===== config.mk =====
export PLATFORM = sky130hd
export DESIGN_NAME = bank_sram_ctrl
export DESIGN_NICKNAME = d
export VERILOG_FILES = /design/src/rtl/bank_sram_ctrl.sv
export SDC_FILE = /design/constraint.sdc
export NUM_CORES = 2
export LEC_CHECK = 0
export CELL_PAD_IN_SITES_DETAIL_PLACEMENT = 0
export CELL_PAD_IN_SITES_GLOBAL_PLACEMENT = 1
export CORE_AREA = 3 3 629 631
export CTS_BUF_LIST = sky130_fd_sc_hd__clkbuf_4 sky130_fd_sc_hd__clkbuf_8
export DETAILED_ROUTE_END_ITERATION = 10
export DIE_AREA = 0 0 632 634
export PLACE_DENSITY_LB_ADDON = 0.1
export SLEW_MARGIN = 15
export SYNTH_ARGS = -nofsm -noshare
export SYNTH_HDL_FRONTEND = slang
export SYNTH_SLANG_ARGS = --single-unit

===== constraint.sdc =====
create_clock -name clk_i -period 4.21 [get_ports clk_i]
set_input_delay 0.421 -clock clk_i [delete_from_list [all_inputs] [get_ports clk_i]]
set_output_delay 0.421 -clock clk_i [all_outputs]
set_load 0.01 [all_outputs]

===== src/rtl/bank_sram_ctrl.sv =====
// Bank SRAM controller: accepts one issued op at a time from the bank issue
// queue and sequences data-SRAM, write-buffer and linefill-buffer accesses,
// returning read data / write acks and streaming dirty evictions to the BIU.
module bank_sram_ctrl #(
  parameter int unsigned DATA_WIDTH = 256
) (
  input  logic                  clk_i,
  input  logic                  rst_i,
  // issue queue handshake
  input  logic                  iq_sc_valid_i,
  output logic                  iq_sc_ready_o,
  input  logic [1:0]            iq_sc_channel_id_i,
  input  logic [2:0]            iq_sc_opcode_i,
  input  logic [6:0]            iq_sc_set_way_offset_i,
  input  logic [7:0]            iq_sc_wbuffer_id_i,
  input  logic [2:0]            iq_sc_xbar_rob_num_i,
  input  logic [1:0]            iq_sc_cacheline_state_offset0_i,
  input  logic [1:0]            iq_sc_cacheline_state_offset1_i,
  // data SRAM
  output logic                  sram_en_o,
  output logic                  sram_wen_o,
  output logic [6:0]            sram_addr_o,
  output logic [DATA_WIDTH-1:0] sram_wdata_o,
  input  logic [DATA_WIDTH-1:0] sram_rdata_i,
  // write buffer
  output logic                  wbuf_rd_en_o,
  output logic [7:0]            wbuf_rd_id_o,
  input  logic [DATA_WIDTH-1:0] wbuf_rdata_i,
  // linefill buffer
  output logic                  lfb_rd_en_o,
  output logic [6:0]            lfb_rd_addr_o,
  input  logic [DATA_WIDTH-1:0] lfb_rdata_i,
  // channel response
  output logic                  sc_rsp_valid_o,
  output logic [1:0]            sc_rsp_ch_id_o,
  output logic [2:0]            sc_rsp_rob_num_o,
  output logic                  sc_rsp_is_write_o,
  output logic [DATA_WIDTH-1:0] sc_rsp_data_o,
  // BIU eviction write channel
  output logic                  sc_biu_wvalid_o,
  input  logic                  sc_biu_wready_i,
  output logic [5:0]            sc_biu_wid_o,
  output logic                  sc_biu_woffset_o,
  output logic                  sc_biu_wlast_o,
  output logic [DATA_WIDTH-1:0] sc_biu_wdata_o
);

  typedef enum logic [3:0] {
    IDLE,
    WR0,
    WR1,
    RD0,
    RD1,
    LF0,
    LF1,
    LF2,
    WB_RD,
    WB_SEND
  } state_e;

  state_e                state_q, state_d;
  logic [1:0]            ch_q, ch_d;
  logic [2:0]            rob_q, rob_d;
  logic [6:0]            addr_q, addr_d;
  logic [7:0]            wbid_q, wbid_d;
  logic [1:0]            dirty_q, dirty_d;
  logic [DATA_WIDTH-1:0] cap_q, cap_d;
  logic [DATA_WIDTH-1:0] beat_q, beat_d;
  logic                  beat_off_q, beat_off_d;
  logic                  beat_last_q, beat_last_d;
  logic                  beat_first_q, beat_first_d;

  logic                  wb_off;
  logic [1:0]            wb_rest;
  logic [1:0]            send_rest;

  // Opcode bit 2 and the clean/valid bit of each line state carry no meaning here.
  logic unused_bits;
  assign unused_bits = ^{iq_sc_opcode_i[2],
                         iq_sc_cacheline_state_offset0_i[0],
                         iq_sc_cacheline_state_offset1_i[0]};

  // Fields that only depend on latched op state.
  assign iq_sc_ready_o    = (state_q == IDLE);
  assign wbuf_rd_id_o     = wbid_q;
  assign sc_rsp_ch_id_o   = ch_q;
  assign sc_rsp_rob_num_o = rob_q;
  assign sc_biu_wid_o     = addr_q[6:1];
  assign sc_biu_woffset_o = beat_off_q;
  assign sc_biu_wlast_o   = beat_last_q;

  // Lowest remaining dirty offset, and what would remain after each beat.
  always_comb begin
    wb_off    = ~dirty_q[0];
    wb_rest   = dirty_q & ~(wb_off ? 2'b10 : 2'b01);
    send_rest = dirty_q & ~(beat_off_q ? 2'b10 : 2'b01);
  end

  // Next-state and strobe generation for the single-op sequencer.
  always_comb begin
    state_d      = state_q;
    ch_d         = ch_q;
    rob_d        = rob_q;
    addr_d       = addr_q;
    wbid_d       = wbid_q;
    dirty_d      = dirty_q;
    cap_d        = cap_q;
    beat_d       = beat_q;
    beat_off_d   = beat_off_q;
    beat_last_d  = beat_last_q;
    beat_first_d = beat_first_q;

    sram_en_o         = 1'b0;
    sram_wen_o        = 1'b0;
    sram_addr_o       = addr_q;
    sram_wdata_o      = '0;
    wbuf_rd_en_o      = 1'b0;
    lfb_rd_en_o       = 1'b0;
    lfb_rd_addr_o     = addr_q;
    sc_rsp_valid_o    = 1'b0;
    sc_rsp_is_write_o = 1'b0;
    sc_rsp_data_o     = sram_rdata_i;
    sc_biu_wvalid_o   = 1'b0;
    // SRAM data is only live in the first send cycle; stalls replay the held copy.
    sc_biu_wdata_o    = beat_first_q ? sram_rdata_i : beat_q;

    unique case (state_q)
      IDLE: begin
        if (iq_sc_valid_i) begin
          ch_d    = iq_sc_channel_id_i;
          rob_d   = iq_sc_xbar_rob_num_i;
          addr_d  = iq_sc_set_way_offset_i;
          wbid_d  = iq_sc_wbuffer_id_i;
          dirty_d = {iq_sc_cacheline_state_offset1_i[1],
                     iq_sc_cacheline_state_offset0_i[1]};
          unique case (iq_sc_opcode_i[1:0])
            2'd0:    state_d = WR0;
            2'd1:    state_d = RD0;
            2'd2:    state_d = LF0;
            default: state_d = WB_RD;
          endcase
        end
      end
      WR0: begin
        wbuf_rd_en_o = 1'b1;
        state_d      = WR1;
      end
      WR1: begin
        sram_en_o         = 1'b1;
        sram_wen_o        = 1'b1;
        sram_wdata_o      = wbuf_rdata_i;
        sc_rsp_valid_o    = 1'b1;
        sc_rsp_is_write_o = 1'b1;
        state_d           = IDLE;
      end
      RD0: begin
        sram_en_o = 1'b1;
        state_d   = RD1;
      end
      RD1: begin
        sc_rsp_valid_o = 1'b1;
        sc_rsp_data_o  = sram_rdata_i;
        state_d        = IDLE;
      end
      LF0: begin
        lfb_rd_en_o   = 1'b1;
        lfb_rd_addr_o = {addr_q[6:1], 1'b0};
        state_d       = LF1;
      end
      LF1: begin
        sram_en_o     = 1'b1;
        sram_wen_o    = 1'b1;
        sram_addr_o   = {addr_q[6:1], 1'b0};
        sram_wdata_o  = lfb_rdata_i;
        lfb_rd_en_o   = 1'b1;
        lfb_rd_addr_o = {addr_q[6:1], 1'b1};
        if (!addr_q[0]) cap_d = lfb_rdata_i;
        state_d       = LF2;
      end
      LF2: begin
        sram_en_o      = 1'b1;
        sram_wen_o     = 1'b1;
        sram_addr_o    = {addr_q[6:1], 1'b1};
        sram_wdata_o   = lfb_rdata_i;
        sc_rsp_valid_o = 1'b1;
        sc_rsp_data_o  = addr_q[0] ? lfb_rdata_i : cap_q;
        state_d        = IDLE;
      end
      WB_RD: begin
        if (dirty_q == 2'b00) begin
          state_d = IDLE;
        end else begin
          sram_en_o    = 1'b1;
          sram_addr_o  = {addr_q[6:1], wb_off};
          beat_off_d   = wb_off;
          beat_last_d  = (wb_rest == 2'b00);
          beat_first_d = 1'b1;
          state_d      = WB_SEND;
        end
      end
      WB_SEND: begin
        sc_biu_wvalid_o = 1'b1;
        if (beat_first_q) beat_d = sram_rdata_i;
        beat_first_d = 1'b0;
        if (sc_biu_wready_i) begin
          dirty_d = send_rest;
          state_d = (send_rest != 2'b00) ? WB_RD : IDLE;
        end
      end
      default: state_d = IDLE;
    endcase
  end

  // State and op-field registers with synchronous reset.
  always_ff @(posedge clk_i) begin
    if (rst_i) begin
      state_q      <= IDLE;
      ch_q         <= '0;
      rob_q        <= '0;
      addr_q       <= '0;
      wbid_q       <= '0;
      dirty_q      <= '0;
      cap_q        <= '0;
      beat_q       <= '0;
      beat_off_q   <= 1'b0;
      beat_last_q  <= 1'b0;
      beat_first_q <= 1'b0;
    end else begin
      state_q      <= state_d;
      ch_q         <= ch_d;
      rob_q        <= rob_d;
      addr_q       <= addr_d;
      wbid_q       <= wbid_d;
      dirty_q      <= dirty_d;
      cap_q        <= cap_d;
      beat_q       <= beat_d;
      beat_off_q   <= beat_off_d;
      beat_last_q  <= beat_last_d;
      beat_first_q <= beat_first_d;
    end
  end

endmodule


==> metrics.yaml <==
status: "completed"
n_fill_cell: 44326
avgSynthCellArea_um2: 8.51
setup_viol: 0
layout.nets: 6009
cts_root_buf: "clkbuf_8"
fin_crit_ns: 3.90
finalHoldWorstSlack_ns: 0.196
place_area_um2: 53200
overflow: 0
cts_tree: "done"
die_w_um: 632
rows: 229
synthMuxAreaShare_pct: 25.8
synth-adder-area-share_pct: 0
synthArstFlopShare_pct: 0
hold_violations: 0
peakVddDrop_mv: 0.153
clock.fmax_ghz: 0.257
clock-sinks: 541
wl_per_cell_um: 28.8
instances_no_fill: 10531
setup-tns-final_ns: 0
synth-xor-area-share_pct: 0.0565
globalRouteTotalUtil_pct: 14.4
dpl.hpwl_mm: 241
finalMaxSlewViolations: 0
synth_compound_area_share_pct: 21.0
antenna_left: 0
h-tree-depth: 4
num_vias: 35633
synth_top_family_by_area: "multiplexers"
io_buffers: 1606
layout_setup_ws_ns: 0.312
yosysMostFrequentCell: "dfxtp_1"
synth_seq_cells: 541
clockBufferDepth: 4
grt_pass1_vias: 36167
syn-num-nets: 4443
slowest_stage: "mux2i_1"
critPathTopFamily: "buffers and inverters"
io_pins: 1610
startpoint_type: "flip-flop"
finalCritPeriodShare_pct: 92.6
hold_path.class: "input pin to flip-flop"
synth_cells: 3644
drive_gt1_share_pct: 12.6
synth_edf_count: 0
antenna_found_initial: 194
ys_types: 45
crit_chain: "buf_12, buf_4, mux2i_1, o21ai_0, clkdlybuf4s50_1"
grt_pass1_wl_mm: 386
drt_iter0_drc: 1819
ys_top_cells_by_count: "541 x dfxtp_1, 537 x o21ai_0, 512 x mux2i_1"
yosys.area_share.simple_pct: 11.5
die_area_um2: 401000
fin_skew_ns: 0.0375
drc_errors: 0
syn_area_um2: 31000
cp_num_buf_inv: 3
numCtsBuffers: 149
ys_top_cells_by_area: "dfxtp_1 35%, mux2i_1 17%, mux2_2 9.3%"
worstPathArrival_ns: 3.48
powerDensity_nw_per_um2: 291
dp_slack_ns: 0.856
clk_pin_slew_ns: 0.05
stdcell_area_um2: 56900
synth_largest_area_cell: "dfxtp_1"
area_growth_syn_to_layout_pct: 83.4
report.power.total_mw: 16.5
drt-pass1-iter-count: 5
final_util_pct: 14.6
yosys_warnings: 0
clk_latency_ns: 0.90
worst-setup-path-type: "flip-flop to primary output"
synthDominantCellAreaShare_pct: 34.9
coreArea_um2: 390000
grt_max_degree: 118
leakage_nw: 18.6
wirelength_mm: 303
via_per_inst: 3.38
end_kind: "primary output"
tightestPinTransition_ns: 1.07
die_h_um: 634
cap_violations: 0
initial_utilization_pct: 7.96
gp_congestion: 0.773
crit_required_ns: 3.79
cpPeakStageDelay_ns: 0.59
synth_top_flop_cell: "dfxtp_1"
critPathMaxFanout: 35
dp_cells: 10183
slew_headroom_pct: 28.7
rsz0062_at_grt: "false"
yosysSeqAreaShare_pct: 34.9
==> state kept, by name, summed over array words and instances, names as in the netlist <==
register and cells:
sc_rsp_rob_num_o 3, beat_first_q 1, beat_q 256, cap_q 256, dirty_q 2, sc_biu_woffset_o 1, wbuf_rd_id_o 8, sc_biu_wlast_o 1
sc_rsp_ch_id_o 2, state_q 4, addr_q 7
==> timing repair <==
item | CTS | global route
hold buffers | 73 | 0
endpoints found under the setup margin | 229 | 0
hold endpoints to repair | 103 | 0
resized for setup | 2 | 0
buffers inserted | 0 | 0
==> worst register-to-register path: stages, from the launching register on <==
cell and delay, ns:
dfxtp_1 0.42, buf_4 0.30, nand4bb_4 0.40, buf_12 0.37, o21ai_0 0.80, a21oi_1 0.11
==> cells in the final DEF, fill, tap and decap left out, drive strengths merged, types with 3 or more instances in the layout <==
| master | netlist | final |
|---|---|---|
| clkbuf | 197 | 225 |
| dlygate4sd3 | 0 | 73 |
| nand2 | 261 | 261 |
| o21ai | 537 | 537 |
| buf | 211 | 154 |
| dfxtp | 541 | 541 |
| clkinv | 0 | 5 |
| a22o | 256 | 256 |
| mux2 | 256 | 256 |
| a211oi | 3 | 3 |
| clkinvlp | 0 | 4 |
| nor2 | 261 | 261 |
| a21oi | 283 | 283 |
| diode | 0 | 37 |
| nand3 | 280 | 280 |
| mux2i | 512 | 512 |
| clkdlybuf4s50 | 0 | 1596 |
| inv | 5 | 9 |
| nor3b | 3 | 3 |
==> report_power, final <==
part | switching (mW) | internal [mW] | total [mW]
clock network | 3.38 | 4.15 | 7.53
logic | 2.04 | 1.75 | 3.79
registers | 0.0418 | 5.17 | 5.21
total | 5.46 | 11.1 | 16.5
==> cells by family (layout without fill, tap and decap cells) <==
kind of cell / Yosys count / count (layout)
AO/OA/AOI/OAI: 1095 / 1095
XOR/XNOR: 2 / 2
buffers and inverters: 413 / 2066
flip-flops: 541 / 541
multiplexers: 768 / 768
other: 0 / 37
AND/OR/NAND/NOR: 825 / 825
==> final timing paths <==
check                               start                      end  slack [ns]  depth (start not counted)
setup / recovery   addr_q[0]$_SDFFE_PP0P_       sc_rsp_data_o[195]        0.31                          5
hold / removal           lfb_rdata_i[213]  cap_q[213]$_SDFFE_PP0P_        0.20                          3
setup reg to reg  state_q[1]$_SDFFE_PP0P_   cap_q[84]$_SDFFE_PP0P_        1.68                          5
hold reg to reg    cap_q[85]$_SDFFE_PP0P_   cap_q[85]$_SDFFE_PP0P_        0.47                          2
==> layer usage <==
metal	track usage [%]	part of all wire [%]
met1	16.2	39
met2	26.3	51
met3	4.67	7.5
met4	2.76	2.3
met5	0	0.18
==> cell type report <==
cell class / count / area, um2 / share of cell area [%]
antenna: 37 / 92.6 / 0.163
clock buffer: 225 / 2770 / 4.87
clock inverter: 13 / 95.1 / 0.167
inverter: 5 / 26.3 / 0.0462
multi-input combinational: 2690 / 18100 / 31.9
sequential: 541 / 10800 / 19.1
tap: 5197 / 6500 / 11.4
timing repair buffer: 1823 / 18400 / 32.3
No activity file was read; power rests on OpenSTA's default activity.
